--- src/rtl/io_seq_pkg.sv ---
// io_seq_pkg: shared types and default sizes for the IN/OUT instruction sequencer.
//   io_state_t     - sequencer state, 2-bit encoding
//   DEF_*          - default parameter values used by io_sequencer
package io_seq_pkg;

    localparam int DEF_DATA_W      = 32;
    localparam int DEF_IN_W        = 16;
    localparam bit DEF_SIGN_EXT    = 1'b1;
    localparam int DEF_SYNC_STAGES = 2;

    typedef enum logic [1:0] {
        IDLE     = 2'd0,
        WAIT_IN  = 2'd1,
        WAIT_OUT = 2'd2,
        DONE     = 2'd3
    } io_state_t;

endpackage

--- src/rtl/io_sequencer_btn_sync.sv ---
// btn_sync_edge: brings the asynchronous confirm button into the clk domain
// and produces a one-cycle pulse on each synchronized rising edge.
//   clk, rst_n  - clock, asynchronous active-low reset
//   async_in    - raw button level
//   edge_out    - high for one cycle after a synchronized 0->1 transition
module btn_sync_edge #(
    parameter int SYNC_STAGES = 2
) (
    input  logic clk,
    input  logic rst_n,
    input  logic async_in,
    output logic edge_out
);

    logic [SYNC_STAGES-1:0] sync_q;
    logic                   sync_d;

    // NOTE: sequential state is written with <= so every flop samples the
    // pre-edge value of its neighbour; blocking here would collapse the chain.
    always_ff @(posedge clk or negedge rst_n) begin
        if (!rst_n) begin
            sync_q <= '0;
            sync_d <= 1'b0;
        end else begin
            sync_q <= {sync_q[SYNC_STAGES-2:0], async_in};
            sync_d <= sync_q[SYNC_STAGES-1];
        end
    end

    assign edge_out = sync_q[SYNC_STAGES-1] & ~sync_d;

endmodule

--- src/rtl/io_sequencer.sv ---
// io_sequencer: multicycle sequencer for IN/OUT instructions. Stalls the PC
// while waiting on the switch/button input device or the display, then lets
// the instruction retire in a single DONE cycle.
//   read_i, write_o  - IN / OUT instruction decoded (read_i wins if both)
//   rd_data_i        - register value to display
//   in_sw, in_btn    - switch value and asynchronous confirm button
//   out_ready        - display accepts out_data
//   stall            - hold PC, suppress writes
//   in_word, in_we   - extended switch value and its register write enable
//   out_data, out_valid - display value and its valid flag
//   err              - sticky: read_i and write_o requested together
module io_sequencer
    import io_seq_pkg::*;
#(
    parameter int DATA_W      = DEF_DATA_W,
    parameter int IN_W        = DEF_IN_W,
    parameter bit SIGN_EXT    = DEF_SIGN_EXT,
    parameter int SYNC_STAGES = DEF_SYNC_STAGES
) (
    input  logic              clk,
    input  logic              rst_n,
    input  logic              read_i,
    input  logic              write_o,
    input  logic [DATA_W-1:0] rd_data_i,
    input  logic [IN_W-1:0]   in_sw,
    input  logic              in_btn,
    input  logic              out_ready,
    output logic              stall,
    output logic [DATA_W-1:0] in_word,
    output logic              in_we,
    output logic [DATA_W-1:0] out_data,
    output logic              out_valid,
    output logic              err
);

    io_state_t         state, state_next;
    logic              btn_edge;
    logic              capture;
    logic [DATA_W-1:0] sw_ext;

    btn_sync_edge #(.SYNC_STAGES(SYNC_STAGES)) u_btn (
        .clk      (clk),
        .rst_n    (rst_n),
        .async_in (in_btn),
        .edge_out (btn_edge)
    );

    // Edges seen outside WAIT_IN are simply dropped, never queued.
    assign capture = (state == WAIT_IN) && btn_edge;

    // Fill the upper bits first, then overlay the switch value; this also
    // covers IN_W == DATA_W without a zero-width replication.
    always_comb begin
        sw_ext             = SIGN_EXT ? {DATA_W{in_sw[IN_W-1]}} : '0;
        sw_ext[IN_W-1:0]   = in_sw;
    end

    // State register
    always_ff @(posedge clk or negedge rst_n) begin
        if (!rst_n) state <= IDLE;
        else        state <= state_next;
    end

    // Next-state logic
    // NOTE: every combinational output gets a default before the case so no
    // path leaves it unassigned and no latch is inferred.
    always_comb begin
        state_next = state;
        case (state)
            IDLE: begin
                if (read_i)       state_next = WAIT_IN;
                else if (write_o) state_next = WAIT_OUT;
            end
            WAIT_IN:  if (btn_edge)  state_next = DONE;
            WAIT_OUT: if (out_ready) state_next = DONE;
            DONE:     state_next = IDLE;   // same instruction still in decode
            default:  state_next = IDLE;
        endcase
    end

    // Output logic
    always_comb begin
        stall     = 1'b0;
        out_valid = 1'b0;
        case (state)
            IDLE:     stall = read_i | write_o;
            WAIT_IN:  stall = 1'b1;
            WAIT_OUT: begin
                stall     = 1'b1;
                out_valid = 1'b1;
            end
            default: ;
        endcase
    end

    // Capture registers and sticky error
    always_ff @(posedge clk or negedge rst_n) begin
        if (!rst_n) begin
            in_word  <= '0;
            in_we    <= 1'b0;
            out_data <= '0;
            err      <= 1'b0;
        end else begin
            in_we <= capture;
            if (capture) in_word <= sw_ext;
            if (state == IDLE && write_o && !read_i) out_data <= rd_data_i;
            if (state == IDLE && read_i && write_o)  err <= 1'b1;
        end
    end

endmodule

--- config.mk ---
export PLATFORM = sky130hd
export DESIGN_NAME = io_sequencer
export DESIGN_NICKNAME = d
export VERILOG_FILES = /design/src/rtl/io_seq_pkg.sv /design/src/rtl/io_sequencer_btn_sync.sv /design/src/rtl/io_sequencer.sv
export SDC_FILE = /design/constraint.sdc
export NUM_CORES = 1
export LEC_CHECK = 0
export CORE_ASPECT_RATIO = 1.4
export CORE_MARGIN = 3
export CORE_UTILIZATION = 37
export CTS_BUF_LIST = sky130_fd_sc_hd__clkbuf_2 sky130_fd_sc_hd__clkbuf_4 sky130_fd_sc_hd__clkbuf_8
export DETAILED_ROUTE_END_ITERATION = 12
export PLACE_DENSITY = 0.76
export SLEW_MARGIN = 10
export SYNTH_ARGS = -nofsm -noshare
export SYNTH_HDL_FRONTEND = slang
export SYNTH_SLANG_ARGS = --single-unit
--- constraint.sdc ---
create_clock -name clk -period 1.4 [get_ports clk]
set_input_delay 0.28 -clock clk [delete_from_list [all_inputs] [get_ports clk]]
set_output_delay 0.28 -clock clk [all_outputs]
set_load 0.03 [all_outputs]
==> results_tabular.tex, run 1 <==
\begin{tabular}{lr}
\hline
Metric & Value \\
\hline
\multicolumn{2}{l}{\textbf{Yosys}} \\
Sequential element share of the synthesized area & 57.4\% \\
\#FFs+latches synth & 55 \\
Number of distinct standard cells referenced by the synthesized netlist & 20 \\
Yosys Warn Count & 0 \\
Summed instance area of the synthesized netlist & 2400 µm² \\
Gate Count Post-Synth & 147 \\
Synthesized area per cell & 16.3 µm² \\
Post-Synthesis Net Count & 205 \\
\multicolumn{2}{l}{\textbf{Pwr}} \\
Cell internal pwr & 5.72 mW \\
Share of total power in combinational logic & 61.1\% \\
Portion of total power attributed to the clock network & 10.9\% \\
Relative contribution of sequential cells to total power & 28.0\% \\
Lkg Pwr & 2.00 nW \\
Net Sw Power & 4.18 mW \\
Maximum resistive drop on vdd & 0.00102 V \\
Overall power after layout & 9.91 mW \\
Cell Pwr Density & 2440 nW/µm² \\
Switching part of the total power & a little over two fifths \\
\multicolumn{2}{l}{\textbf{Clock tree}} \\
Number of sinks driven by the clock tree & 55 \\
Clock Tree Root & sky130\_fd\_sc\_hd\_\_clkbuf\_8 \\
Number of buffers added by the clock tree synthesis step & 5 \\
Clock transition at path regs & 0.10 ns \\
Htree depth & 2 \\
TritonCTS clock tree & built \\
CTS Buffer Depth & 2 \\
Clk\_lat worst skew & 0.30 ns \\
\multicolumn{2}{l}{\textbf{STA}} \\
Slew of the pin with the lowest slew margin & 0.329 ns \\
Slew HR & approximately four fifths \\
PnR worst setup slack & -0.239 ns \\
Final critical-path required period & 1.64 ns \\
Max Slew Vio Count & 0 \\
Setup repair after global routing missed its margin & yes \\
Final Skew & 0.00653 ns \\
Final hold violations & 0 \\
Achievable frequency & 610 MHz \\
Setup-violating endpoint count in the final report & 51 \\
Worst hold-check slack & between 0.3 and 0.4 ns \\
Setup TNS & -9.16 ns \\
Final period utilization & 117\% \\
\multicolumn{2}{l}{\textbf{Detailed routing}} \\
Vias post-DR & 1681 \\
Max layer used & met4 \\
Post-detailed-route count of antenna-violating nets & 0 \\
DRC errors left & 0 \\
Detailed-routing iteration count for the pre-antenna-repair pass & 3 \\
Initial drt markers & 35 \\
Routed wire length per instance & about 15 µm \\
Routed length on met1 & 1940 µm \\
Metal3 WL & around 500 µm \\
Via count normalized by instance count & 4.66 \\
Wirelength, routed & 5400 µm \\
Met2 layer wire length in the routed design & between 2000 and 3000 µm \\
\multicolumn{2}{l}{\textbf{Finish}} \\
Layout Utilization & between 60\% and 70\% \\
Post-route non-filler standard cell count & 361 \\
FILL cells & around 480 \\
\# diodes & 0 \\
Final non-filler cell area & between 4000 and 5000 µm² \\
Most common cell after layout, fill and taps aside & sky130\_fd\_sc\_hd\_\_dfrtp\_1 \\
Area growth from synthesis to layout & 69.1\% \\
Post-layout nets & 346 \\
Highest-count cells in the layout ignoring fill and taps & sky130\_fd\_sc\_hd\_\_dfrtp\_1, sky130\_fd\_sc\_hd\_\_clkdlybuf4s50\_1, sky130\_fd\_sc\_hd\_\_dlygate4sd2\_1, sky130\_fd\_sc\_hd\_\_mux2\_4, sky130\_fd\_sc\_hd\_\_buf\_4 \\
Share of post-route cells with drive strength above 1 & 42.6\% \\
\multicolumn{2}{l}{\textbf{Floorplanning}} \\
Die width & 74.0 µm \\
Initial core utilization & 38.3\% \\
IO Pins & 122 \\
Count of standard-cell rows & 34 \\
Chip Height & slightly above 100 µm \\
Die footprint & 7490 µm² \\
Core box area & 6250 µm² \\
\multicolumn{2}{l}{\textbf{Placement}} \\
Port buffer count & 121 \\
Placed cell count & 334 \\
Half-perimeter wire length after detailed placement & approximately 3800 µm \\
Area after detailed placement & between 3000 and 4000 µm² \\
Global placer's final weighted congestion & 0.751 \\
Setup Slack @ Placement & -0.231 ns \\
\multicolumn{2}{l}{\textbf{Flow run}} \\
Count of maximum capacitance violations & 0 \\
\multicolumn{2}{l}{\textbf{Worst setup path}} \\
Register-to-register path setup slack & -0.23 ns \\
Worst path top cell family by delay & buffers and inverters \\
Worst reg-to-reg path cell count & 7 \\
Largest stage delay on the critical path & 0.40 ns \\
Cells along the critical path & buf\_4 > buf\_4 > ha\_4 > a21oi\_2 > buf\_6 \\
RR Startpoint & state[0] \\
Arrival @ worst endpoint & roughly 1.4 ns \\
Number of logic stages on the critical path including buffering & 5 \\
Critical register-to-register path endpoint & out\_data[7] \\
Required time at the endpoint of the critical path & roughly 1.1 ns \\
Critical path class & flip-flop to primary output \\
Slowest-stage cell, CP & sky130\_fd\_sc\_hd\_\_dfrtp\_1 \\
CP Buf/Inv Count & 3 \\
Critical path startpoint & state[0] \\
Worst-path maximum fanout & 2 \\
Most frequent CP cell & sky130\_fd\_sc\_hd\_\_buf\_4 \\
Termination of the worst setup path & stall \\
Crit. End Element & primary output \\
Critical Path Source Type & flip-flop \\
\multicolumn{2}{l}{\textbf{Outcome}} \\
Violations in the final reports & setup timing \\
Run status & complete, but fails checks \\
\multicolumn{2}{l}{\textbf{Global routing}} \\
Number of antenna violations at the first check in global routing & 0 \\
Wire length of the first global-routing pass & 8430 µm \\
Global-route total usage across every layer & approximately 14\% \\
Remaining global-route overflow & 0 \\
Number of global-route vias before repair & 1763 \\
Maximum number of pins on one net before global-route repair & 56 \\
\multicolumn{2}{l}{\textbf{Worst hold path}} \\
Min-delay src & u\_btn.sync\_q[0] \\
Hold crit path type & flip-flop to flip-flop \\
\hline
\end{tabular}
==> layer usage <==
layer  up-vias  track usage, %
met4         0            3.35
met5         -               0
met1       822            16.9
met2        85            26.1
li1        770               -
met3         4            3.28
==> cell type report <==
class | count | area, µm² | area share (%)
Multi-Input combinational cell | 66 | 900 | 22.2
Clock inverter | 2 | 35.0 | 0.864
Inverter | 5 | 18.8 | 0.463
Clock buffer | 6 | 82.6 | 2.04
Timing Repair Buffer | 155 | 1550 | 38.2
Tap cell | 72 | 90.1 | 2.22
Sequential cell | 55 | 1380 | 34.0
==> flip-flops by register name, indices dropped and copies added, names as in the netlist <==
name	flops
err	1
in_we	1
in_word	16
out_data	32
state	2
u_btn.sync_d	1
u_btn.sync_q	2
==> repair_timing <==
action,in CTS,in global routing
pin swaps,3,4
hold buffers,1,0
setup endpoints to repair,117,72
resized for setup,71,23
hold endpoints to repair,55,0
gates cloned,3,0
setup buffers,12,3
==> how the worst min path moves through the flow <==
stage	end	slack (ns)	cells after the start
6_report	u_btn.sync_q[1]	0.36	0
5_1_grt	u_btn.sync_q[1]	0.37	0
4_1_cts	u_btn.sync_q[1]	0.36	0
3_5_place_dp	in_word[1]	0.31	2
3_3_place_gp	in_word[1]	0.30	2
2_1_floorplan	err	-0.02	0
==> Yosys cell counts <==
library cell | count | area share (%)
sky130_fd_sc_hd__dfrtp_1 | 55 | 57
sky130_fd_sc_hd__mux2_4 | 30 | 19
sky130_fd_sc_hd__mux2_2 | 18 | 8.5
sky130_fd_sc_hd__buf_4 | 17 | 5.3
sky130_fd_sc_hd__inv_1 | 5 | 0.78
sky130_fd_sc_hd__ha_1 | 4 | 2.1
sky130_fd_sc_hd__buf_6 | 3 | 1.4
sky130_fd_sc_hd__a21oi_1 | 2 | 0.42
sky130_fd_sc_hd__nand3b_4 | 2 | 1.7
sky130_fd_sc_hd__a221oi_1 | 1 | 0.37
sky130_fd_sc_hd__a31o_2 | 1 | 0.37
sky130_fd_sc_hd__and2_1 | 1 | 0.26
sky130_fd_sc_hd__clkbuf_8 | 1 | 0.57
sky130_fd_sc_hd__mux2i_1 | 1 | 0.42
sky130_fd_sc_hd__nand2b_1 | 1 | 0.26
sky130_fd_sc_hd__nor2_1 | 1 | 0.16
sky130_fd_sc_hd__nor2b_1 | 1 | 0.26
sky130_fd_sc_hd__o21ai_0 | 1 | 0.21
sky130_fd_sc_hd__o32a_1 | 1 | 0.42
sky130_fd_sc_hd__o32ai_1 | 1 | 0.37
==> logic make-up (layout without fill, tap and decap cells) <==
logic type / Yosys count / count (layout) / share of synthesized area [%]
flops: 55 / 55 / 57.4
mux: 49 / 49 / 27.7
buf+inv: 26 / 168 / 8.09
compound gates: 7 / 7 / 2.14
simple gates: 6 / 6 / 2.61
fa+ha+maj: 4 / 4 / 2.09
==> power by group through the flow <==
stage,Clock [mW],Sequential (mW),Combinational (mW)
after global placement,0,2.83,5.83
after global routing,1.17,2.89,6.38
after floorplan,0,4.24,2.38
after detailed placement,0,2.84,5.92
after CTS,1.12,2.80,5.83
final,1.08,2.77,6.06
==> worst reg2reg max path: cells and delay by family, from the launching register on <==
kind	cells	cell delay [ns]
mux	1	0.29
buf+inv	4	0.52
simple gates	1	0.16
flops	1	0.40
fa+ha+maj	1	0.15
Note: power is estimated with default switching activity, not from simulation.
==> inputs of run 2 (changes only) <==
--- a/config.mk
+++ b/config.mk
@@ -10,7 +10,7 @@
 export CORE_UTILIZATION = 37
 export CTS_BUF_LIST = sky130_fd_sc_hd__clkbuf_2 sky130_fd_sc_hd__clkbuf_4 sky130_fd_sc_hd__clkbuf_8
 export DETAILED_ROUTE_END_ITERATION = 12
-export PLACE_DENSITY = 0.76
+export PLACE_DENSITY = 0.79
 export SLEW_MARGIN = 10
 export SYNTH_ARGS = -nofsm -noshare
 export SYNTH_HDL_FRONTEND = slang
==> results_tabular.tex, run 2 (same netlist as run 1, synthesis figures left out) <==
\begin{tabular}{lr}
\hline
Metric & Value \\
\hline
\multicolumn{2}{l}{\textbf{Worst setup path}} \\
Most frequent CP cell & sky130\_fd\_sc\_hd\_\_inv\_2 \\
Termination of the worst setup path & stall \\
Cells along the critical path & inv\_2 > ha\_4 > inv\_2 > a21oi\_2 > buf\_6 \\
Crit. End Element & primary output \\
Worst path top cell family by delay & flip-flops \\
Number of logic stages on the critical path including buffering & 5 (unchanged) \\
Register-to-register path setup slack & -0.09 ns (+0.14 ns) \\
Arrival @ worst endpoint & 1.33 ns (-0.03 ns) \\
RR Startpoint & state[0] \\
Worst reg-to-reg path cell count & 6 (-1) \\
Required time at the endpoint of the critical path & 1.12 ns (about the same) \\
Largest stage delay on the critical path & 0.39 ns (about the same) \\
Critical path startpoint & state[0] \\
Critical register-to-register path endpoint & out\_data[24] \\
Worst-path maximum fanout & 3 (+1) \\
Slowest-stage cell, CP & sky130\_fd\_sc\_hd\_\_dfrtp\_1 \\
CP Buf/Inv Count & 3 (unchanged) \\
Critical path class & flip-flop to primary output \\
Critical Path Source Type & flip-flop \\
\multicolumn{2}{l}{\textbf{Clock tree}} \\
Htree depth & 2 (unchanged) \\
Number of sinks driven by the clock tree & 55 (unchanged) \\
Number of buffers added by the clock tree synthesis step & 5 (unchanged) \\
Clock transition at path regs & 0.10 ns (about the same) \\
CTS Buffer Depth & 2 (unchanged) \\
Clk\_lat worst skew & 0.30 ns (about the same) \\
TritonCTS clock tree & built \\
Clock Tree Root & sky130\_fd\_sc\_hd\_\_clkbuf\_8 \\
\multicolumn{2}{l}{\textbf{Detailed routing}} \\
Routed wire length per instance & 15.9 µm (+6.4\%) \\
Via count normalized by instance count & 4.73 (+1.5\%) \\
Initial drt markers & 46 (+31\%) \\
DRC errors left & 0 (unchanged) \\
Vias post-DR & 1659 (-1.3\%) \\
Wirelength, routed & 5590 µm (+3.5\%) \\
Post-detailed-route count of antenna-violating nets & 0 (unchanged) \\
Detailed-routing iteration count for the pre-antenna-repair pass & 2 (-1) \\
\multicolumn{2}{l}{\textbf{STA}} \\
Setup repair after global routing missed its margin & yes \\
Final Skew & 0.00506 ns (-0.00147 ns) \\
Max Slew Vio Count & 0 (unchanged) \\
Final hold violations & 0 (unchanged) \\
Setup-violating endpoint count in the final report & 36 (-29\%) \\
Achievable frequency & 622 MHz (+1.9\%) \\
Final period utilization & 115\% (-2.2 points) \\
PnR worst setup slack & -0.208 ns (+0.0304 ns) \\
Setup TNS & -2.57 ns (+6.59 ns) \\
Slew of the pin with the lowest slew margin & 0.377 ns (+0.0480 ns) \\
Worst hold-check slack & 0.363 ns (+0.00510 ns) \\
Slew HR & 74.9\% (-3.3 points) \\
Final critical-path required period & 1.61 ns (-0.0304 ns) \\
\multicolumn{2}{l}{\textbf{Flow run}} \\
Count of maximum capacitance violations & 0 (unchanged) \\
\multicolumn{2}{l}{\textbf{Placement}} \\
Port buffer count & 121 (unchanged) \\
Half-perimeter wire length after detailed placement & 3930 µm (+4.0\%) \\
Global placer's final weighted congestion & 0.740 (-1.4\%) \\
Area after detailed placement & 3580 µm² (-0.83\%) \\
\multicolumn{2}{l}{\textbf{Finish}} \\
Register bank with the most flops & out\_data \\
Largest registers & out\_data (32), in\_word (16) \\
Post-layout nets & 336 (-2.9\%) \\
Highest-count cells in the layout ignoring fill and taps & sky130\_fd\_sc\_hd\_\_dfrtp\_1, sky130\_fd\_sc\_hd\_\_clkdlybuf4s50\_1, sky130\_fd\_sc\_hd\_\_mux2\_4, sky130\_fd\_sc\_hd\_\_buf\_4, sky130\_fd\_sc\_hd\_\_clkdlybuf4s15\_1 \\
Most common cell after layout, fill and taps aside & sky130\_fd\_sc\_hd\_\_dfrtp\_1 \\
\# diodes & 0 (unchanged) \\
Number of flip-flops under the largest register name & 32 (unchanged) \\
Final non-filler cell area & 3880 µm² (-4.2\%) \\
Share of post-route cells with drive strength above 1 & 40.9\% (-1.7 points) \\
Layout Utilization & 62.1\% (-2.7 points) \\
Area growth from synthesis to layout & 62.1\% \\
\multicolumn{2}{l}{\textbf{Floorplanning}} \\
IO Pins & 122 (unchanged) \\
Count of standard-cell rows & 34 (unchanged) \\
Die footprint & 7490 µm² (unchanged) \\
Core box area & 6250 µm² (unchanged) \\
Initial core utilization & 38.3\% (unchanged) \\
Chip Height & 101 µm (unchanged) \\
Die width & 74.0 µm (unchanged) \\
\multicolumn{2}{l}{\textbf{Global routing}} \\
Maximum number of pins on one net before global-route repair & 30 (-46\%) \\
Global-route total usage across every layer & 14.5\% (+0.076 points) \\
Remaining global-route overflow & 0 (unchanged) \\
Wire length of the first global-routing pass & 8420 µm (-0.15\%) \\
Number of global-route vias before repair & 1717 (-2.6\%) \\
Number of antenna violations at the first check in global routing & 0 (unchanged) \\
\multicolumn{2}{l}{\textbf{Outcome}} \\
Run status & complete, but fails checks \\
Violations in the final reports & setup timing \\
\multicolumn{2}{l}{\textbf{Worst hold path}} \\
Hold crit path type & flip-flop to flip-flop \\
\multicolumn{2}{l}{\textbf{Pwr}} \\
Maximum resistive drop on vdd & 0.00110 V (+7.7\%) \\
Lkg Pwr & 1.91 nW (-4.4\%) \\
Overall power after layout & 9.80 mW (-1.0\%) \\
Cell Pwr Density & 2520 nW/µm² (+3.3\%) \\
\hline
\end{tabular}
## run 2: layout make-up
cell class	count	area [µm²]
Clock buffer	5	68.8
Clock inverter	3	46.3
Fill cell	479	2370
Inverter	5	18.8
Multi-Input combinational cell	68	926
Sequential cell	55	1380
Tap cell	72	90.1
Timing Repair Buffer	143	1360
## run 2: power by group
group / switching [mW] / leakage [nW] / internal (mW)
sequential: 0.432 / 0.652 / 2.35
clock: 0.515 / 0.0548 / 0.539
combinational: 3.26 / 1.20 / 2.71
## run 2: how the worst min path moves through the flow
stage | slack [ns] | end | depth (start not counted) | from
4_1_cts | 0.37 | u_btn.sync_q[1] | 0 | u_btn.sync_q[0]
5_1_grt | 0.38 | u_btn.sync_q[1] | 0 | u_btn.sync_q[0]
3_5_place_dp | 0.31 | in_word[0] | 2 | rst_n
3_3_place_gp | 0.30 | in_word[6] | 2 | rst_n
2_1_floorplan | -0.02 | err | 0 | rst_n
6_report | 0.36 | u_btn.sync_q[1] | 0 | u_btn.sync_q[0]
## run 2: layer usage
metal  share of wire [%]  GRT usage, %  vias up  routed length [µm]
met2                  53          26.2       85                2950
met5                   0             0        -                   0
met4                0.97          3.77        0                  54
li1                    -             -      758                   -
met3                 9.0          4.37        7                 501
met1                  37          16.2      809                2080
## run 2: per-stage QoR
step	setup slack [ns]	std cells
after global routing	-0.293	351
after detailed placement	-0.224	330
after CTS	-0.244	343
after floorplan	-0.0266	147
final	-0.208	351
after global placement	-0.194	330
## run 2: worst register-to-register path, cell delays in order, from the launching register on
cell and delay [ns]:
sky130_fd_sc_hd__dfrtp_1 0.41, sky130_fd_sc_hd__inv_2 0.09, sky130_fd_sc_hd__ha_4 0.14, sky130_fd_sc_hd__buf_6 0.11, sky130_fd_sc_hd__nand3b_4 0.14, sky130_fd_sc_hd__buf_12 0.20, sky130_fd_sc_hd__mux2_4 0.31
## run 2: repair_timing
| item | 4_1_cts | 5_1_grt |
|---|---|---|
| pin swaps | 0 | 5 |
| cloned | 2 | 1 |
| endpoints found under the hold margin | 55 | 0 |
| resized for setup | 62 | 41 |
| hold buffers | 1 | 0 |
| buffers inserted | 2 | 8 |
| endpoints found under the setup margin | 118 | 86 |
==> edit (settings of run 2) <==
Change the package constant `DEF_DATA_W` from 32 to 36.
--- a/src/rtl/io_seq_pkg.sv
+++ b/src/rtl/io_seq_pkg.sv
@@ -3,7 +3,7 @@
 //   DEF_*          - default parameter values used by io_sequencer
 package io_seq_pkg;
 
-    localparam int DEF_DATA_W      = 32;
+    localparam int DEF_DATA_W      = 36;
     localparam int DEF_IN_W        = 16;
     localparam bit DEF_SIGN_EXT    = 1'b1;
     localparam int DEF_SYNC_STAGES = 2;
Interface: changed (resized in_word, out_data and rd_data_i); port bits go from 122 to 134. The function was not compared with the original's and may differ.
==> edit against run 2 <==
  * The run still ends with setup timing left
  * Sequential share of layout area is 1.4 points lower
  * Clock power is 44% higher
  * Routed wire length is 13% higher
  * Clock skew is 0.0015 ns higher
  * Area after synthesis is 8.7% higher
  * Total power is 15% higher
  * Final area is 12% higher
  * Worst setup slack worse by 0.013 ns
  * Cell count is 15% higher
  * Largest cell class is now non-clock buffers
  * Sequential cell count is 4 higher
==> edit: results (changes against run 2) <==
status = finished with violations (unchanged)
failing checks = setup timing (unchanged)
largest net degree at the start of global routing = 60 (was 30)
nets = 367 (was 336)
total CTS buffers = 9 (was 5)
biggest regs = out_data x36, in_word x16 (was out_data x32, in_word x16)
M1 WL = 2240 um (was 2080 um)
Synth Area in Compound Gates = 1.97% (was 2.14%)
mux share of post-synthesis cell area = 27.2% (was 27.7%)
met3 routed WL = 549 um (was 501 um)
DP Wirelength = 4210 um (was 3930 um)
Sw Ratio = 42.5% (was 42.9%)
sequential area share after synthesis = 56.7% (was 57.4%)
Critical Path Fanout Max = 5 (was 3)
HP Start = u_btn.sync_q[0]$_DFF_PN0_ (unchanged)
first-pass GRT wire length = 9670 um (was 8420 um)
P_clk = 1.51 mW (was 1.05 mW)
gr usage total = 15.3% (was 14.5%)
Max Clock Skew = 0.00654 ns (was 0.00506 ns)
Routed WL per cell = 15.7 um (was 15.9 um)
DP Area = 3880 um^2 (was 3580 um^2)
worst vdd ir = 0.00130 V (was 0.00110 V)
Combinational Power Share = 60.0% (was 60.9%)
met3 Track Usage GR = 6.67% (was 4.37%)
Clock H-tree levels = 3 (was 2)
DR vias/cell = 4.49 (was 4.73)
synth top area cells = dfrtp_1 57%, mux2_4 17%, mux2_2 9.5% (was dfrtp_1 57%, mux2_4 19%, mux2_2 8.5%)
vias in the first global route = 1960 (was 1717)
Adder-Cell Fraction of Synth Area = 1.92% (was 2.09%)
Detailed Routing Iterations Pass 1 = 4 (was 2)
# setup viols final = 39 (was 36)
met2 wire length = 3490 um (was 2950 um)
Post-synth top cells = 59 x dfrtp_1, 30 x mux2_4, 22 x mux2_2, 20 x buf_4, 5 x inv_1 (was 55 x dfrtp_1, 30 x mux2_4, 18 x mux2_2, 17 x buf_4, 5 x inv_1)
pwr dens = 2590 nW/um^2 (was 2520 nW/um^2)
global routing usage on met2 = 27.8% (was 26.2%)
Worst-path clk slew = 0.06 ns (was 0.10 ns)
met1 GRT Util = 15.7% (was 16.2%)
Port Buf Inserts = 133 (was 121)
syn nets = 222 (was 205)
worst slack, placed = -0.225 ns (was -0.224 ns)
Hold Path Class = reg -> reg (unchanged)
Slew @ Worst Pin = 0.335 ns (was 0.377 ns)
Placer Congestion = 0.725 (was 0.740)
share of cells above drive strength 1 = 46.1% (was 40.9%)
latest clock arrival within the worst-skew pair = 0.33 ns (was 0.30 ns)
setup ws final = -0.221 ns (was -0.208 ns)
Yosys cell types = 21 (was 20)
WP data arrival = 1.83 ns (was 1.33 ns)
Leakage = 2.11 nW (was 1.91 nW)
initial DRC count = 36 (was 46)
==> edit: changes by cell type after synthesis <==
cell and change:
clkbuf_8 -1, mux2_2 +4, buf_2 +1, buf_4 +3
dfrtp_1 +4, buf_12 +3, buf_6 -1
==> edit: final timing paths <==
kind / endpoint / slack [ns] / cells past startpoint
min in group asynchronous: out_data[9]$_DFFE_PN0P_ / 0.48 / 3
max in group asynchronous: in_word[15]$_DFFE_PN0P_ / 0.64 / 3
setup / recovery: out_data[26]$_DFFE_PN0P_ / -0.22 / 7
setup reg to reg: out_data[26]$_DFFE_PN0P_ / -0.22 / 7
hold reg to reg: u_btn.sync_q[1]$_DFF_PN0_ / 0.36 / 0
hold / removal: u_btn.sync_q[1]$_DFF_PN0_ / 0.36 / 0
==> edit: layout make-up <==
type | count | area [um^2]
clock buffer | 11 | 145
sequential | 59 | 1480
multi-input combinational | 71 | 981
clock inverter | 5 | 52.6
timing repair buffer | 159 | 1550
inverter | 5 | 18.8
tap | 92 | 115
fill | 520 | 2360
==> edit: per-stage QoR <==
step           TNS, ns  hold WS (ns)  utilization (%)  cells
6_report         -5.83         0.355             64.8    402
5_1_grt          -8.59         0.370             64.8    402
4_1_cts          -7.66         0.355             64.4    401
3_5_place_dp     -8.32         0.310             57.9    369
3_3_place_gp     -7.32         0.306             57.9    369
2_1_floorplan    -2.95       -0.0156                -    160
==> edit: timing repair <==
action / CTS / global route
setup endpoints to repair: 128 / 93
gates resized for setup: 79 / 46
buffers inserted: 11 / 3
hold buffers: 1 / 0
hold endpoints to repair: 59 / 0
pin swaps: 4 / 5
cloned: 4 / 2
==> edit: worst max-delay path, cell delays in order (launching register included) <==
cell	delay, ns
dfrtp_1	0.41
inv_2	0.09
ha_4	0.16
buf_6	0.10
nand3b_4	0.12
buf_12	0.18
clkbuf_16	0.15
mux2_4	0.29
